File: src/rtl/ir_nec_rx.sv
// NEC IR remote decoder: synchronises the demodulated pin, times marks/spaces in 10us ticks,
// decodes frames and repeat codes into a valid/ready holding register. Define IR_NEC_CHECK_EN to drop frames whose ~cmd byte mismatches.
module ir_nec_rx #(
  parameter int CLK_FREQ      = 50000000,
  parameter bit IR_ACTIVE_LOW = 1'b1
) (
  input  logic        clk_i,
  input  logic        rst_i,
  input  logic        ir_i,
  input  logic        ready_i,
  output logic        valid_o,
  output logic [31:0] data_o,
  output logic        repeat_o,
  output logic        overflow_o,
  output logic        busy_o
);

  localparam int DIV = CLK_FREQ / 100000 - 1;
  localparam int TW  = (DIV > 0) ? $clog2(DIV + 1) : 1;
  localparam logic [TW-1:0] DIV_V = TW'(DIV);
  localparam logic IDLE_LVL = IR_ACTIVE_LOW;

  localparam logic [2:0] IDLE       = 3'd0;
  localparam logic [2:0] LEAD_MARK  = 3'd1;
  localparam logic [2:0] LEAD_SPACE = 3'd2;
  localparam logic [2:0] BIT_MARK   = 3'd3;
  localparam logic [2:0] BIT_SPACE  = 3'd4;
  localparam logic [2:0] STOP_MARK  = 3'd5;

  logic          sync1_q, sync2_q, lvl_q;
  logic [TW-1:0] tick_cnt_q, tick_cnt_d;
  logic [9:0]    dur_q, dur_d;
  logic [2:0]    state_q, state_d;
  logic [4:0]    cnt_q, cnt_d;
  logic          rpt_q, rpt_d;
  logic [31:0]   sr_q, sr_d;
  logic [31:0]   last_frame_q, last_frame_d;
  logic          last_valid_q, last_valid_d;
  logic          valid_q, valid_d;
  logic [31:0]   data_q, data_d;
  logic          repeat_q, repeat_d;
  logic          overflow_q, overflow_d;
  logic          tick, edge_w, mark_w, frame_ok, stop_ok, push_do;

  function automatic logic in_rng(input logic [9:0] d, input logic [9:0] lo, input logic [9:0] hi);
    return (d >= lo) && (d <= hi);
  endfunction

  assign edge_w = sync2_q ^ lvl_q;
  assign mark_w = sync2_q ^ IDLE_LVL;
  assign tick   = (tick_cnt_q == DIV_V);

`ifdef IR_NEC_CHECK_EN
  assign frame_ok = (sr_q[31:24] == ~sr_q[23:16]);
`else
  assign frame_ok = 1'b1;
`endif

  always_comb begin
    tick_cnt_d = tick ? '0 : tick_cnt_q + 1'b1;
    if (edge_w)                          dur_d = '0;
    else if (tick && dur_q != 10'd1023)  dur_d = dur_q + 10'd1;
    else                                 dur_d = dur_q;
  end

  // Every edge is the end of the period the current state is waiting on, so D is that period's length.
  always_comb begin
    state_d = state_q;
    cnt_d   = cnt_q;
    rpt_d   = rpt_q;
    sr_d    = sr_q;
    stop_ok = 1'b0;
    if (state_q != IDLE && dur_q == 10'd1023) begin
      state_d = IDLE;
    end else if (edge_w) begin
      case (state_q)
        IDLE:      if (mark_w) state_d = LEAD_MARK;
        LEAD_MARK: state_d = in_rng(dur_q, 10'd800, 10'd1000) ? LEAD_SPACE : IDLE;
        LEAD_SPACE: begin
          if (in_rng(dur_q, 10'd400, 10'd500)) begin
            state_d = BIT_MARK;
            cnt_d   = '0;
          end else if (in_rng(dur_q, 10'd200, 10'd250)) begin
            state_d = STOP_MARK;
            rpt_d   = 1'b1;
          end else begin
            state_d = IDLE;
          end
        end
        BIT_MARK:  state_d = in_rng(dur_q, 10'd40, 10'd70) ? BIT_SPACE : IDLE;
        BIT_SPACE: begin
          if (in_rng(dur_q, 10'd40, 10'd70) || in_rng(dur_q, 10'd140, 10'd200)) begin
            sr_d = {in_rng(dur_q, 10'd140, 10'd200), sr_q[31:1]};
            if (cnt_q == 5'd31) begin
              state_d = STOP_MARK;
              rpt_d   = 1'b0;
            end else begin
              state_d = BIT_MARK;
              cnt_d   = cnt_q + 5'd1;
            end
          end else begin
            state_d = IDLE;
          end
        end
        STOP_MARK: begin
          stop_ok = in_rng(dur_q, 10'd40, 10'd70);
          state_d = IDLE;
        end
        default:   state_d = IDLE;
      endcase
    end
  end

  always_comb begin
    push_do      = stop_ok && (rpt_q ? last_valid_q : frame_ok);
    last_frame_d = last_frame_q;
    last_valid_d = last_valid_q;
    if (stop_ok && !rpt_q && frame_ok) begin
      last_frame_d = sr_q;
      last_valid_d = 1'b1;
    end
    valid_d    = valid_q;
    data_d     = data_q;
    repeat_d   = repeat_q;
    overflow_d = overflow_q;
    if (push_do) begin
      if (!valid_q || ready_i) begin
        valid_d  = 1'b1;
        data_d   = rpt_q ? last_frame_q : sr_q;
        repeat_d = rpt_q;
      end else begin
        overflow_d = 1'b1;
      end
    end else if (valid_q && ready_i) begin
      valid_d = 1'b0;
    end
  end

  always_ff @(posedge clk_i) begin
    if (rst_i) begin
      sync1_q      <= IDLE_LVL;
      sync2_q      <= IDLE_LVL;
      lvl_q        <= IDLE_LVL;
      tick_cnt_q   <= '0;
      dur_q        <= '0;
      state_q      <= IDLE;
      cnt_q        <= '0;
      rpt_q        <= 1'b0;
      last_valid_q <= 1'b0;
      valid_q      <= 1'b0;
      data_q       <= '0;
      repeat_q     <= 1'b0;
      overflow_q   <= 1'b0;
    end else begin
      sync1_q      <= ir_i;
      sync2_q      <= sync1_q;
      lvl_q        <= sync2_q;
      tick_cnt_q   <= tick_cnt_d;
      dur_q        <= dur_d;
      state_q      <= state_d;
      cnt_q        <= cnt_d;
      rpt_q        <= rpt_d;
      last_valid_q <= last_valid_d;
      valid_q      <= valid_d;
      data_q       <= data_d;
      repeat_q     <= repeat_d;
      overflow_q   <= overflow_d;
    end
  end

  // Shift register and last-frame copy are qualified by FSM/last_valid state, so they need no reset.
  always_ff @(posedge clk_i) begin
    sr_q         <= sr_d;
    last_frame_q <= last_frame_d;
  end

  assign valid_o    = valid_q;
  assign data_o     = data_q;
  assign repeat_o   = repeat_q;
  assign overflow_o = overflow_q;
  assign busy_o     = (state_q != IDLE);

endmodule

File: config.mk
export PLATFORM = sky130hd
export DESIGN_NAME = ir_nec_rx
export DESIGN_NICKNAME = d
export VERILOG_FILES = /design/src/rtl/ir_nec_rx.sv
export SDC_FILE = /design/constraint.sdc
export NUM_CORES = 1
export LEC_CHECK = 0
export CORE_MARGIN = 2
export CORE_UTILIZATION = 62
export CTS_CLUSTER_DIAMETER = 60
export CTS_CLUSTER_SIZE = 16
export DETAILED_ROUTE_END_ITERATION = 10
export PLACE_DENSITY = 0.85
export RECOVER_POWER = 25
export SYNTH_ARGS = -nofsm -noshare
export SYNTH_HDL_FRONTEND = slang
export SYNTH_SLANG_ARGS = --single-unit
File: constraint.sdc
create_clock -name clk_i -period 8.58 [get_ports clk_i]
set_input_delay 2.145 -clock clk_i [delete_from_list [all_inputs] [get_ports clk_i]]
set_output_delay 2.145 -clock clk_i [all_outputs]
set_load 0.01 [all_outputs]
==> run_results.csv <==
group,metric,value,unit
logic_synthesis,post_synth_num_cell_types,51,
routing,wl_per_cell,17.38,um
clocking,clk_latency,0.52,ns
sta,grt_setup_unrepaired,"no",
clocking,post-cts-setup-buffers,0,
worst_hold_path,whs_endpoint,"sync2_q$_SDFF_PP1_",
worst_hold_path,hold_depth,1,
sta,tns,0,ns
sta,worst_pin_slew,1.170,ns
floorplanning,die_width,97.03,um
floorplanning,start_util,0.6465,
cells_and_area,layout.nets,485,
routing,wl,10.32,mm
setup_path,r2r-start,"dur_q[0]$_SDFFE_PP0P_",
placement,dpl-instance-area,0.005771,mm2
floorplanning,dieHeight,97.03,um
floorplanning,design.core.area,0.008299,mm2
clocking,htree_levels,4,
clocking,cts_resized,0,
placement,dpl.hpwl,6.062,mm
clocking,numCtsBuffers,17,
logic_synthesis,synth_top_area_share,0.3582,
setup_path,start_kind,"flop",
sta,period_needed,4.041,ns
clocking,cts_tree,"done",
routing,drt-initial-drc-count,206,
placement,globalplace.congestion,0.8830,
logic_synthesis,synth_flop_cell,"dfxtp_1",
power,power_density,222.2,mW/mm2
global_routing,grt_max_degree,66,
setup_path,worst-r2r-cell-count,8,
logic_synthesis,synth_edf_count,64,
worst_hold_path,hp-class,"reg2reg",
global_routing,grt_overflow,0,
routing,drc_errors,0,
logic_synthesis,netlist_area,0.005365,mm2
setup_path,arrival,1.90,ns
global_routing,first_global_vias,3511,
logic_synthesis,yosysMostFrequentCell,"dfxtp_1",
logic_synthesis,synth-seq-cells,131,
setup_path,worstReg2RegEnd,"cnt_q[0]$_SDFFE_PP0P_",
cells_and_area,post_route_cells_drive_above_1_share,0.1472,
logic_synthesis,post_synth.cell_area_avg,12.08,um2
clocking,clock_sinks,131,
setup_path,r2r_slack,5.51,ns
setup_path,worst_setup_path_end_kind,"primary output",
power,ir_drop,0.1454,mV
floorplanning,die_area,0.009414,mm2
global_routing,antenna_found_initial,0,
cells_and_area,fin_util,0.7692,
setup_path,path_class,"reg2out",
worst_hold_path,hp-start,"sync1_q$_SDFF_PP1_",
clocking,cts_buffer_depth,2,
logic_synthesis,syn_inst,444,
routing,viasPerCell,5.912,
run,max_cap_violations,0,
floorplanning,io_pins,40,
run_status,status,"completed",
sta,setup_viol,0,
sta,finClkSkew,0.01004,ns
sta,fmax,247.5,MHz
floorplanning,rows,33,
logic_synthesis,async_flop_share,0,
routing,first_pass_iters,4,
cells_and_area,syn_to_final_growth,18.98,%
setup_path,crit_fanout,16,
power,p_leak,0.001875,uW
global_routing,grt_pass1_wl,17.39,mm
placement,portBuffers,39,
routing,drtAntennaViolNets,0,
setup_path,required,6.44,ns
sta,hold_viol,0,
logic_synthesis,synthTopCellsByArea,"edfxtp_1, dfxtp_1, mux2i_1",
clocking,cts_root_buf,"clkbuf_8",
cells_and_area,final_area,0.006384,mm2
sta,maxSlewHeadroom,0.2203,
routing,vias,3512,
sta,report.final.slew_viol_count,0,
clocking,postCtsHoldBufs,0,
logic_synthesis,synth_common_cells,"dfxtp_1, nor2_1, edfxtp_1",
cells_and_area,diodes,0,
global_routing,grt.total_usage,0.2336,
logic_synthesis,yosysSeqAreaShare,0.6082,
clocking,clkTransAtPathRegs,0.06,ns
logic_synthesis,yosysTopAreaCell,"edfxtp_1",
logic_synthesis,syn_nets,453,
sta,fin_crit_sh,0.4709,
logic_synthesis,yosys_warnings,0,
==> logic make-up after synthesis <==
| logic type | count (synthesis) | synth area share |
|---|---|---|
| xor gates and xnor gates | 18 | 0.03079 |
| AOI/OAI and AO/OA | 74 | 0.1164 |
| and+or+nand+nor | 140 | 0.1290 |
| adders and majority gates | 5 | 0.01166 |
| buffers and inverters | 40 | 0.03662 |
| muxes | 36 | 0.06740 |
| DFF | 131 | 0.6082 |
==> final cells by class <==
| cell class | count | area (um2) |
|---|---|---|
| timing repair buffer | 43 | 415.4 |
| fill | 489 | 1916 |
| sequential | 131 | 3264 |
| tap | 105 | 131.4 |
| multi-input combinational | 273 | 1922 |
| clock buffer | 20 | 446.7 |
| inverter | 10 | 37.54 |
| clock inverter | 12 | 166.4 |
==> registers in the layout, summed over array words and instances, names as in the netlist, 3 cells and up <==
register	flops
tick_cnt_q	9
state_q	3
cnt_q	5
sr_q	32
data_o	32
dur_q	10
last_frame_q	32
==> report_power, final <==
group	total [uW]	switching [uW]	internal [uW]
clock network	749	282	466
logic	16.0	10.6	5.40
registers	654	2.40	652
==> worst max-delay path, cell delays in order (launching register included) <==
cell and delay (ns):
dfxtp_1 0.62, or3_4 0.23, clkdlybuf4s50_1 0.53
==> metal layers <==
| metal | vias to the layer above | part of all wire | global-route usage |
|---|---|---|---|
| met2 | 102 | 0.50 | 0.3932 |
| met3 | 18 | 0.047 | 0.05925 |
| met1 | 1722 | 0.43 | 0.2904 |
| met5 | - | 0 | 0 |
| li1 | 1670 | - | - |
| met4 | 0 | 0.015 | 0.09101 |
==> layout by cell type (no fill, tap or decap), types with 5 or more instances in the layout <==
master           netlist  final
a211oi_1              13     13
a211oi_2              21     20
a21oi_1               14     14
clkbuf_16              0     17
clkdlybuf4s50_1        0     38
dfxtp_1               67     66
edfxtp_1              64     64
ha_1                   5      5
inv_1                 10     10
inv_6                  0      6
mux2i_1               35     35
nand2_1               17     17
nand2b_1               6      6
nand3_1                9      9
nand4_1                5      5
nor2_1                66     65
nor3_1                13     13
o21ai_0                7      7
xnor2_1                9      9
xor2_1                 8      8
==> stage by stage <==
step	setup WS, ns	hold slack, ns	total power, uW	std cells
after floorplan	5.391	0.3895	679.3	444
after global placement	4.715	0.3977	682.8	562
after detailed placement	4.592	0.3938	683.4	562
after CTS	4.528	0.4105	1428	594
after global routing	4.474	0.4138	1454	594
final	4.539	0.4106	1419	594
==> worst max-delay path by stage <==
stage | start | endpoint | slack (ns) | depth (start not counted)
2_1_floorplan | state_q[1]$_SDFFE_PP0P_ | cnt_q[0]$_SDFFE_PP0P_ | 5.39 | 6
6_report | state_q[2]$_SDFFE_PP0P_ | busy_o | 4.54 | 2
5_1_grt | state_q[2]$_SDFFE_PP0P_ | busy_o | 4.47 | 2
3_5_place_dp | ready_i | data_o[31]$_SDFFE_PP0P_ | 4.59 | 6
3_3_place_gp | ready_i | data_o[0]$_SDFFE_PP0P_ | 4.72 | 6
4_1_cts | state_q[2]$_SDFFE_PP0P_ | busy_o | 4.53 | 2
Note: power is estimated with default switching activity, not from simulation.
